<file path="config.mk">
export PLATFORM = sky130hd
export DESIGN_NAME = mem_arbiter_flat
export DESIGN_NICKNAME = d
export VERILOG_FILES = /design/src/rtl/mem_arbiter_if.sv /design/src/rtl/mem_arbiter.sv /design/src/flat_wrapper.sv
export SDC_FILE = /design/constraint.sdc
export NUM_CORES = 1
export LEC_CHECK = 0
export ABC_AREA = 1
export BUFFER_PORTS_ARGS = -buffer_cell sky130_fd_sc_hd__buf_2
export CORE_AREA = 2 2 106 108
export DETAILED_ROUTE_END_ITERATION = 16
export DIE_AREA = 0 0 108 110
export PLACE_DENSITY_LB_ADDON = 0.12
export SLEW_MARGIN = 40
export SYNTH_ARGS = -nofsm -noshare
export SYNTH_HDL_FRONTEND = slang
export SYNTH_SLANG_ARGS = --single-unit
</file>
<file path="constraint.sdc">
create_clock -name clk -period 2.36 [get_ports clk]
set_input_delay 0.472 -clock clk [delete_from_list [all_inputs] [get_ports clk]]
set_output_delay 0.472 -clock clk [all_outputs]
set_load 0.03 [all_outputs]
</file>
<file path="src/rtl/mem_arbiter_if.sv">
// Bus bundle between the processor core, the memory arbiter and the memory.
//   instr_*   : fetch request/valid handshake (core side)
//   data_*    : load/store request/valid handshake (core side)
//   mem_*     : single shared memory bus (memory side)
//   bus_error : sticky timeout flag raised by the arbiter
// Modports:
//   slave  : arbiter view (consumes core requests, drives the memory bus)
//   master : environment view (core requesters plus the memory model)
interface mem_arbiter_if;
  logic        instr_req;
  logic [31:0] instr_addr;
  logic [31:0] instr_read;
  logic        instr_valid;

  logic        data_req;
  logic [31:0] data_addr;
  logic [31:0] data_write;
  logic        data_write_enable;
  logic [3:0]  data_be;
  logic [31:0] data_read;
  logic        data_valid;

  logic        mem_req;
  logic [31:0] mem_addr;
  logic [31:0] mem_wdata;
  logic        mem_we;
  logic [3:0]  mem_be;
  logic [31:0] mem_rdata;
  logic        mem_valid;

  logic        bus_error;

  modport slave (
    input  instr_req, instr_addr,
    output instr_read, instr_valid,
    input  data_req, data_addr, data_write, data_write_enable, data_be,
    output data_read, data_valid,
    output mem_req, mem_addr, mem_wdata, mem_we, mem_be,
    input  mem_rdata, mem_valid,
    output bus_error
  );

  modport master (
    output instr_req, instr_addr,
    input  instr_read, instr_valid,
    output data_req, data_addr, data_write, data_write_enable, data_be,
    input  data_read, data_valid,
    input  mem_req, mem_addr, mem_wdata, mem_we, mem_be,
    output mem_rdata, mem_valid,
    input  bus_error
  );
endinterface

</file>
<file path="src/rtl/mem_arbiter.sv">
// Serialises the instruction-fetch and load/store request streams onto one
// single-ported memory bus. Fixed priority with starvation protection,
// back-to-back grants on completion and a per-transaction timeout.
// Ports:
//   clk : clock, all state updates on posedge
//   res : asynchronous active-low reset
//   bus : mem_arbiter_if.slave (core handshakes, memory bus, bus_error)
module mem_arbiter #(
  parameter bit          DataPriority  = 1'b1,
  parameter int unsigned MaxStarve     = 4,
  parameter int unsigned TimeoutCycles = 64
) (
  input  logic         clk,
  input  logic         res,
  mem_arbiter_if.slave bus
);

  localparam logic [3:0] MaxS    = 4'(MaxStarve);
  localparam logic [7:0] TmoLast = 8'(TimeoutCycles - 1);

  typedef enum logic [1:0] {StIdle, StBusyI, StBusyD} state_e;

  state_e      state_q;
  logic [3:0]  starve_q;
  logic [7:0]  tmo_q;
  logic [31:0] addr_q;
  logic [31:0] wdata_q;
  logic        we_q;
  logic [3:0]  be_q;
  logic        err_q;

  logic busy, tmo, done;
  logic elig_i, elig_d;
  logic grant_i, grant_d;
  logic prio_grant, other_elig;

  assign busy = (state_q != StIdle);
  assign tmo  = busy && !bus.mem_valid && (tmo_q == TmoLast);
  assign done = busy && (bus.mem_valid || tmo);

  // The completing port still holds its req this cycle, so it is excluded.
  assign elig_i = bus.instr_req && ((state_q == StIdle) || ((state_q == StBusyD) && done));
  assign elig_d = bus.data_req  && ((state_q == StIdle) || ((state_q == StBusyI) && done));

  always_comb begin
    grant_i = 1'b0;
    grant_d = 1'b0;
    if (elig_i && elig_d) begin
      if (starve_q == MaxS) begin
        grant_i = DataPriority;
        grant_d = !DataPriority;
      end else begin
        grant_i = !DataPriority;
        grant_d = DataPriority;
      end
    end else begin
      grant_i = elig_i;
      grant_d = elig_d;
    end
  end

  assign prio_grant = DataPriority ? grant_d : grant_i;
  assign other_elig = DataPriority ? elig_i : elig_d;

  always_ff @(posedge clk or negedge res) begin
    if (!res) begin
      state_q  <= StIdle;
      starve_q <= '0;
      tmo_q    <= '0;
      addr_q   <= '0;
      wdata_q  <= '0;
      we_q     <= 1'b0;
      be_q     <= '0;
      err_q    <= 1'b0;
    end else begin
      // Not done while busy implies mem_valid is low.
      if (busy && !done) begin
        tmo_q <= tmo_q + 8'd1;
      end
      if (tmo) begin
        err_q <= 1'b1;
      end
      if (!busy || done) begin
        if (grant_i) begin
          state_q <= StBusyI;
          addr_q  <= bus.instr_addr;
          wdata_q <= '0;
          we_q    <= 1'b0;
          be_q    <= 4'hF;
        end else if (grant_d) begin
          state_q <= StBusyD;
          addr_q  <= bus.data_addr;
          wdata_q <= bus.data_write;
          we_q    <= bus.data_write_enable;
          be_q    <= bus.data_be;
        end else begin
          state_q <= StIdle;
        end
        if (grant_i || grant_d) begin
          tmo_q <= '0;
          if (prio_grant && other_elig) begin
            starve_q <= (starve_q == MaxS) ? MaxS : starve_q + 4'd1;
          end else begin
            starve_q <= '0;
          end
        end
      end
    end
  end

  // mem_req follows the registered state, so reset drops it without a clock edge.
  assign bus.mem_req   = busy;
  assign bus.mem_addr  = addr_q;
  assign bus.mem_wdata = wdata_q;
  assign bus.mem_we    = we_q;
  assign bus.mem_be    = be_q;
  assign bus.bus_error = err_q;

  // A timeout completes the transaction with zero read data.
  assign bus.instr_valid = done && (state_q == StBusyI);
  assign bus.data_valid  = done && (state_q == StBusyD);
  assign bus.instr_read  = (bus.instr_valid && bus.mem_valid) ? bus.mem_rdata : '0;
  assign bus.data_read   = (bus.data_valid && bus.mem_valid) ? bus.mem_rdata : '0;

endmodule

</file>
<file path="src/flat_wrapper.sv">
// flat-port wrapper written by rule: the top's interface ports become plain ports
module mem_arbiter_flat 
#(
  parameter bit          DataPriority  = 1'b1,
  parameter int unsigned MaxStarve     = 4,
  parameter int unsigned TimeoutCycles = 64
)
  (clk, res, bus_instr_req, bus_instr_addr, bus_instr_read, bus_instr_valid, bus_data_req, bus_data_addr, bus_data_write, bus_data_write_enable, bus_data_be, bus_data_read, bus_data_valid, bus_mem_req, bus_mem_addr, bus_mem_wdata, bus_mem_we, bus_mem_be, bus_mem_rdata, bus_mem_valid, bus_bus_error);
  mem_arbiter_if bus_i ();
  input  logic clk;
  input  logic res;
  input wire logic [$bits(bus_i.instr_req)-1:0] bus_instr_req;
  input wire logic [$bits(bus_i.instr_addr)-1:0] bus_instr_addr;
  output wire logic [$bits(bus_i.instr_read)-1:0] bus_instr_read;
  output wire logic [$bits(bus_i.instr_valid)-1:0] bus_instr_valid;
  input wire logic [$bits(bus_i.data_req)-1:0] bus_data_req;
  input wire logic [$bits(bus_i.data_addr)-1:0] bus_data_addr;
  input wire logic [$bits(bus_i.data_write)-1:0] bus_data_write;
  input wire logic [$bits(bus_i.data_write_enable)-1:0] bus_data_write_enable;
  input wire logic [$bits(bus_i.data_be)-1:0] bus_data_be;
  output wire logic [$bits(bus_i.data_read)-1:0] bus_data_read;
  output wire logic [$bits(bus_i.data_valid)-1:0] bus_data_valid;
  output wire logic [$bits(bus_i.mem_req)-1:0] bus_mem_req;
  output wire logic [$bits(bus_i.mem_addr)-1:0] bus_mem_addr;
  output wire logic [$bits(bus_i.mem_wdata)-1:0] bus_mem_wdata;
  output wire logic [$bits(bus_i.mem_we)-1:0] bus_mem_we;
  output wire logic [$bits(bus_i.mem_be)-1:0] bus_mem_be;
  input wire logic [$bits(bus_i.mem_rdata)-1:0] bus_mem_rdata;
  input wire logic [$bits(bus_i.mem_valid)-1:0] bus_mem_valid;
  output wire logic [$bits(bus_i.bus_error)-1:0] bus_bus_error;
  assign bus_i.instr_req = bus_instr_req;
  assign bus_i.instr_addr = bus_instr_addr;
  assign bus_instr_read = bus_i.instr_read;
  assign bus_instr_valid = bus_i.instr_valid;
  assign bus_i.data_req = bus_data_req;
  assign bus_i.data_addr = bus_data_addr;
  assign bus_i.data_write = bus_data_write;
  assign bus_i.data_write_enable = bus_data_write_enable;
  assign bus_i.data_be = bus_data_be;
  assign bus_data_read = bus_i.data_read;
  assign bus_data_valid = bus_i.data_valid;
  assign bus_mem_req = bus_i.mem_req;
  assign bus_mem_addr = bus_i.mem_addr;
  assign bus_mem_wdata = bus_i.mem_wdata;
  assign bus_mem_we = bus_i.mem_we;
  assign bus_mem_be = bus_i.mem_be;
  assign bus_i.mem_rdata = bus_mem_rdata;
  assign bus_i.mem_valid = bus_mem_valid;
  assign bus_bus_error = bus_i.bus_error;
  mem_arbiter #(.DataPriority(DataPriority), .MaxStarve(MaxStarve), .TimeoutCycles(TimeoutCycles)) u_core (.clk(clk), .res(res), .bus(bus_i));
endmodule
</file>
## Yosys cells after proc, flatten, opt, wreduce, memory -nomap -nowiden

Cells that the tools add are included.

| word-level totals | value |
|---|---|
| register bits | 84 |
| input port bits | 138 |
| logic and storage cells | 60 |

| cells by class | value |
|---|---|
| add/subtract/negate cells | 2 |
| equality and inequality tests | 4 |
| muxes and demuxes | 21 |
| reduce and logical (&&, ||, !) cells | 25 |

Operator list:

| operator | count |
|---|---|
| 2-to-1 mux 32 bit | 6 |
| 2-to-1 mux 8 bit | 3 |
| 2-to-1 mux 4 bit | 4 |
| logical AND 1 bit | 12 |
| adder 8 x 1 -> 8 bit (second input constant) | 1 |
| equality test 8 x 6 -> 1 bit (second input constant) | 1 |
| 2-to-1 mux 1 bit | 6 |
| logical OR 1 bit | 5 |
| adder 4 x 1 -> 4 bit (second input constant) | 1 |
| equality test 4 x 3 -> 1 bit (second input constant) | 1 |
| 2-to-1 mux 2 bit | 2 |
| AND reduction 2 bit | 2 |
| nonzero test 2 bit | 2 |
| logical NOT 1 bit | 3 |
| equality test 2 x 1 -> 1 bit (second input constant) | 1 |
| equality test 2 bit (second input constant) | 1 |
| logical NOT 2 bit | 1 |

## Depth between registers and ports, before layout

| depth | value |
|---|---|
| depth after elaboration | 13 |
| mapped depth | 12 |

## Worst setup path after synthesis

No wires, ideal clock.

| path | value |
|---|---|
| kind | reg-to-output |
| start point | register u_core.tmo_q[0] |
| end point | output port bus_instr_read[10] |
| data arrival time | 2.437 ns |
| data required time | 1.888 ns |
| slack | -0.549 ns |
| stages on the path, launching flop included | 9 |
| cells stage by stage | dfrtp_1 -> ha_1 -> inv_1 -> nor2_4 -> a31oi_1 -> nor3_1 -> nand2_1 -> buf_2 -> nor2_1 |

| between the ends | value |
|---|---|
| longest elaborated chain between the ends | 7 |

RTL lines:

| what | RTL line | source |
|---|---|---|
| start: declaration | mem_arbiter.sv:25 | `logic [7:0] tmo_q;` |
| start signal: assignment | mem_arbiter.sv:78 | `tmo_q <= tmo_q + 8'd1;` |
| equality test 8 x 6 -> 1 bit | mem_arbiter.sv:38 | `assign tmo = busy && !bus.mem_valid && (tmo_q == TmoLast);` |
| logical AND 1 bit | mem_arbiter.sv:38 |  |
| logical OR 1 bit | mem_arbiter.sv:39 | `assign done = busy && (bus.mem_valid \|\| tmo);` |
| logical AND 1 bit | mem_arbiter.sv:39 |  |
| logical AND 1 bit | mem_arbiter.sv:120 | `assign bus.instr_valid = done && (state_q == StBusyI);` |
| via bus_instr_valid | flat_wrapper.sv:15 | `output wire logic [$bits(bus_i.instr_valid)-1:0] bus_instr_valid;` |
| logical AND 1 bit | mem_arbiter.sv:122 | `assign bus.instr_read = (bus.instr_valid && bus.mem_valid) ? bus.mem_rdata : '0;` |
| 2-to-1 mux 32 bit | mem_arbiter.sv:122 |  |
| end: declaration | flat_wrapper.sv:14 | `output wire logic [$bits(bus_i.instr_read)-1:0] bus_instr_read;` |

The timed path passes the listed nets, and every way through them passes these cells.

## Final worst setup path

| path | value |
|---|---|
| start point | register u_core.tmo_q[0] |
| end point | output port bus_instr_read[1] |

| between the ends | value |
|---|---|
| longest elaborated chain between the ends | 7 |

RTL lines:

| what | RTL line |
|---|---|
| equality test 8 x 6 -> 1 bit | mem_arbiter.sv:38 |
| logical AND 1 bit | mem_arbiter.sv:38 |
| logical OR 1 bit | mem_arbiter.sv:39 |
| logical AND 1 bit | mem_arbiter.sv:39 |
| logical AND 1 bit | mem_arbiter.sv:120 |
| logical AND 1 bit | mem_arbiter.sv:122 |
| 2-to-1 mux 32 bit | mem_arbiter.sv:122 |

Every way passes these cells.

==> flow_summary_export.csv <==
group,metric,value,unit
global_routing,grt_max_degree,85,
yosys,synthesis.area,4590,um2
final_layout,final_util,0.703,
cts,cts_made_buffers,9,
yosys,synth_top_area_share,0.458,
setup_path,worstPathArrival,2.03,ns
drt,postRouteAntennaNets,0,
yosys,yosysSeqAreaShare,0.458,
pwr,peakVddDrop,574,uV
worst_hold_path,hold_path.class,"input pin to asynchronous set/reset pin",
yosys,yosysTopAreaCell,"dfrtp_1",
cts,cts.sinks,84,
setup_path,cp-start-kind,"register",
final_layout,multi_input_area,2390,um2
setup_path,cp-endpoint,"bus_instr_read[1]",
sta,rsz0062_at_grt,"yes",
yosys,yosysWarningCount,0,
place,gp_congestion,0.806,
yosys,synth_area_per_cell,7.03,um2
sta,skew,0.0164,ns
final_layout,nets,1075,
global_routing,overflow,0,
setup_path,crit_path_end_kind,"output pin",
drt,drtPass1Iterations,4,
drt,vias_per_cell,4.79,
drt,drc,0,
cts,cts_root_buffer,"clkbuf_8",
cts,clk_path_buf_depth,2,
floorplan,coreArea,10700,um2
yosys,synth_edf_count,0,
setup_path,path_class,"register to output pin",
cts,htree_num_levels,3,
final_layout,seqCellArea,2100,um2
sta,fmax,0.400,GHz
setup_path,timing.rr.end,"u_core.bus.mem_addr[21]",
setup_path,path_depth,9,
global_routing,globalRouteTotalUtil,0.249,
sta,worstMarginPinSlew,0.461,ns
place,dp_hpwl,10500,um
final_layout,fill_cells,847,
global_routing,grt_pass1_vias,4874,
setup_path,slowest_stage,"dfrtp_1",
global_routing,grt_pass1_wl,23300,um
setup_path,startpoint,"u_core.tmo_q[0]",
sta,setup_ws,-0.138,ns
flow_run,cap_violations,0,
setup_path,reg2regPathDepth,12,
yosys,synthArstFlopShare,1.00,
yosys,synthFlopType,"dfrtp_1",
floorplan,io_pins,275,
yosys,synth_fp_nets,795,
sta,setup_violations,64,
floorplan,rows,38,
final_layout,area_growth_syn_to_layout,63.6,%
yosys,synth_common_cells,"153 x nand2_1, 142 x nand3_1, 116 x inv_1",
sta,post-route-period-util,1.06,
floorplan,die_h,110,um
drt,post_drt_wl_per_cell,14.3,um
setup_path,worstPathCellList,"ha_2 -> inv_2 -> nor2_4 -> a31oi_4 -> nor3_4 -> nand2_4 -> clkbuf_16 -> nor2_4 -> buf_6",
yosys,synthCells,654,
yosys,yosysMostFrequentCell,"nand2_1",
setup_path,crit_top_cell,"nor2_4",
cts,clkTransAtPathRegs,0.09,ns
sta,relSlewSlack,0.692,
yosys,ys_ff_latch,84,
setup_path,critPathMaxFanout,7,
floorplan,die_width,108,um
final_layout,final_layout_size_suffix_gt1_frac,0.428,
pwr,total_leakage_power,4.26,nW
cts,insertion_delay,0.37,ns
setup_path,ff2ff_setup_slack,0.31,ns
yosys,yosysUniqueCellTypes,25,
drt,wirelength,15400,um
cts,cts_tree,"built",
floorplan,initial_core_util,0.429,
setup_path,critPathMaxStageDelay,0.36,ns
drt,vias,5177,
sta,min_period,2.50,ns
cts,hold_buffers,0,
global_routing,antenna_found_initial,2,
place,place.port_buffers,274,
sta,drv_slew,0,
place,post_dp_cell_area,6670,um2
yosys,synthTopCellsByArea,"dfrtp_1 46%, nand3_1 15%, nand2_1 13%, inv_1 9.5%, nor2_1 7.1%",
outcome,violations,"setup timing",
setup_path,cp_num_buf_inv,3,
pwr,power_density,816,nW/um2
drt,first_iter_violations,302,
sta,fin_tns_setup,-6.27,ns
floorplan,fp.dieArea,11900,um2
outcome,status,"complete, but fails checks",
sta,finalHoldViolations,0,
setup_path,critical_path.top_delay_family,"simple AND/OR/NAND/NOR gates",
setup_path,r2r-start,"u_core.tmo_q[0]",
final_layout,final_area,7520,um2
setup_path,required,1.89,ns
## per-stage QoR
stage	power (W)	hold slack, ns	setup slack, ns	cells
final	0.00613	0.102	-0.138	1080
after global routing	0.00650	0.138	-0.233	1080
after CTS	0.00613	0.130	-0.166	1075
after detailed placement	0.00492	0.453	0.0450	1050
after global placement	0.00488	0.445	0.125	1050
after floorplan	0.00402	0.176	-0.0168	654
## final cells by class
cell class,instances,area share
repair buffers,306,0.292
multi-input cells,415,0.318
diodes,1,0.000333
well taps,140,0.0233
inverters,118,0.0589
flip-flops and latches,84,0.280
clock buffers,10,0.0183
clock inverters,6,0.00965
## logic make-up after synthesis
| group | share of synthesized area |
|---|---|
| flip-flops | 0.458 |
| AND/OR/NAND/NOR | 0.373 |
| AO/OA/AOI/OAI | 0.0101 |
| buffers and inverters | 0.140 |
| multiplexers | 0.00218 |
| XOR/XNOR | 0.00953 |
| adder cells (fa/ha/maj) | 0.00817 |
## state kept, by name, summed over array words and instances, names as in the netlist
name                  cells
u_core.bus.mem_wdata     32
u_core.state_q            2
u_core.bus.mem_we         1
u_core.starve_q           4
u_core.bus.bus_error      1
u_core.tmo_q              8
u_core.bus.mem_be         4
u_core.bus.mem_addr      32
## metal layers
metal  up-vias  GRT usage  routed length, um
met3        27     0.0441               1090
met5         -          0                  0
met2       201      0.434               7830
li1       2560          -                  -
met4         0      0.106                423
met1      2389      0.307               6100
## power by group
| group | internal, W | total (W) | switching (W) |
|---|---|---|---|
| clock | 0.000527 | 0.00108 | 0.000555 |
| combinational | 0.000922 | 0.00294 | 0.00201 |
| sequential | 0.00187 | 0.00211 | 0.000241 |
| total | 0.00332 | 0.00613 | 0.00281 |
## how the worst min path moves through the flow
| stage | from | end | slack [ns] | depth (start not counted) |
|---|---|---|---|---|
| final | res | u_core.bus.mem_addr[28] | 0.10 | 2 |
| after global routing | res | u_core.bus.mem_addr[28] | 0.14 | 2 |
| after CTS | res | u_core.bus.mem_addr[28] | 0.13 | 2 |
| after detailed placement | u_core.bus.bus_error | u_core.bus.bus_error | 0.45 | 2 |
| after global placement | u_core.bus.bus_error | u_core.bus.bus_error | 0.44 | 2 |
| after floorplan | res | u_core.bus.bus_error | 0.18 | 0 |
## repair_timing
| item | CTS | global route |
|---|---|---|
| pin swaps | 5 | 9 |
| cloned | 2 | 3 |
| endpoints found under the setup margin | 64 | 64 |
| endpoints found under the hold margin | 0 | 0 |
| gates resized for setup | 136 | 6 |
| setup buffers | 7 | 1 |
## worst reg2reg max path, cell delays in order (launching register included)
cell and delay, ns:
dfrtp_1 0.39, ha_2 0.19, inv_2 0.07, nor2_4 0.04, buf_4 0.14, nand3_2 0.09, nand3_1 0.15, nand2_2 0.13
nand3_2 0.17, inv_2 0.09, buf_4 0.34, nand2_1 0.11, nand2_1 0.08
## cells in the final DEF, fill, tap and decap left out, types with 3 or more instances in the layout
master and instances:
buf_2 209, nand2_1 151, nand3_1 142, inv_1 114
dfrtp_1 84, nor2_4 66, buf_6 64, nor2_1 23
buf_4 21, clkbuf_8 10, o21ai_0 7, buf_12 7
inv_2 3, nand4_1 3, nor3_1 3, xor2_1 3
clkinv_4 3, clkbuf_16 3
No activity file was read; power rests on OpenSTA's default activity.
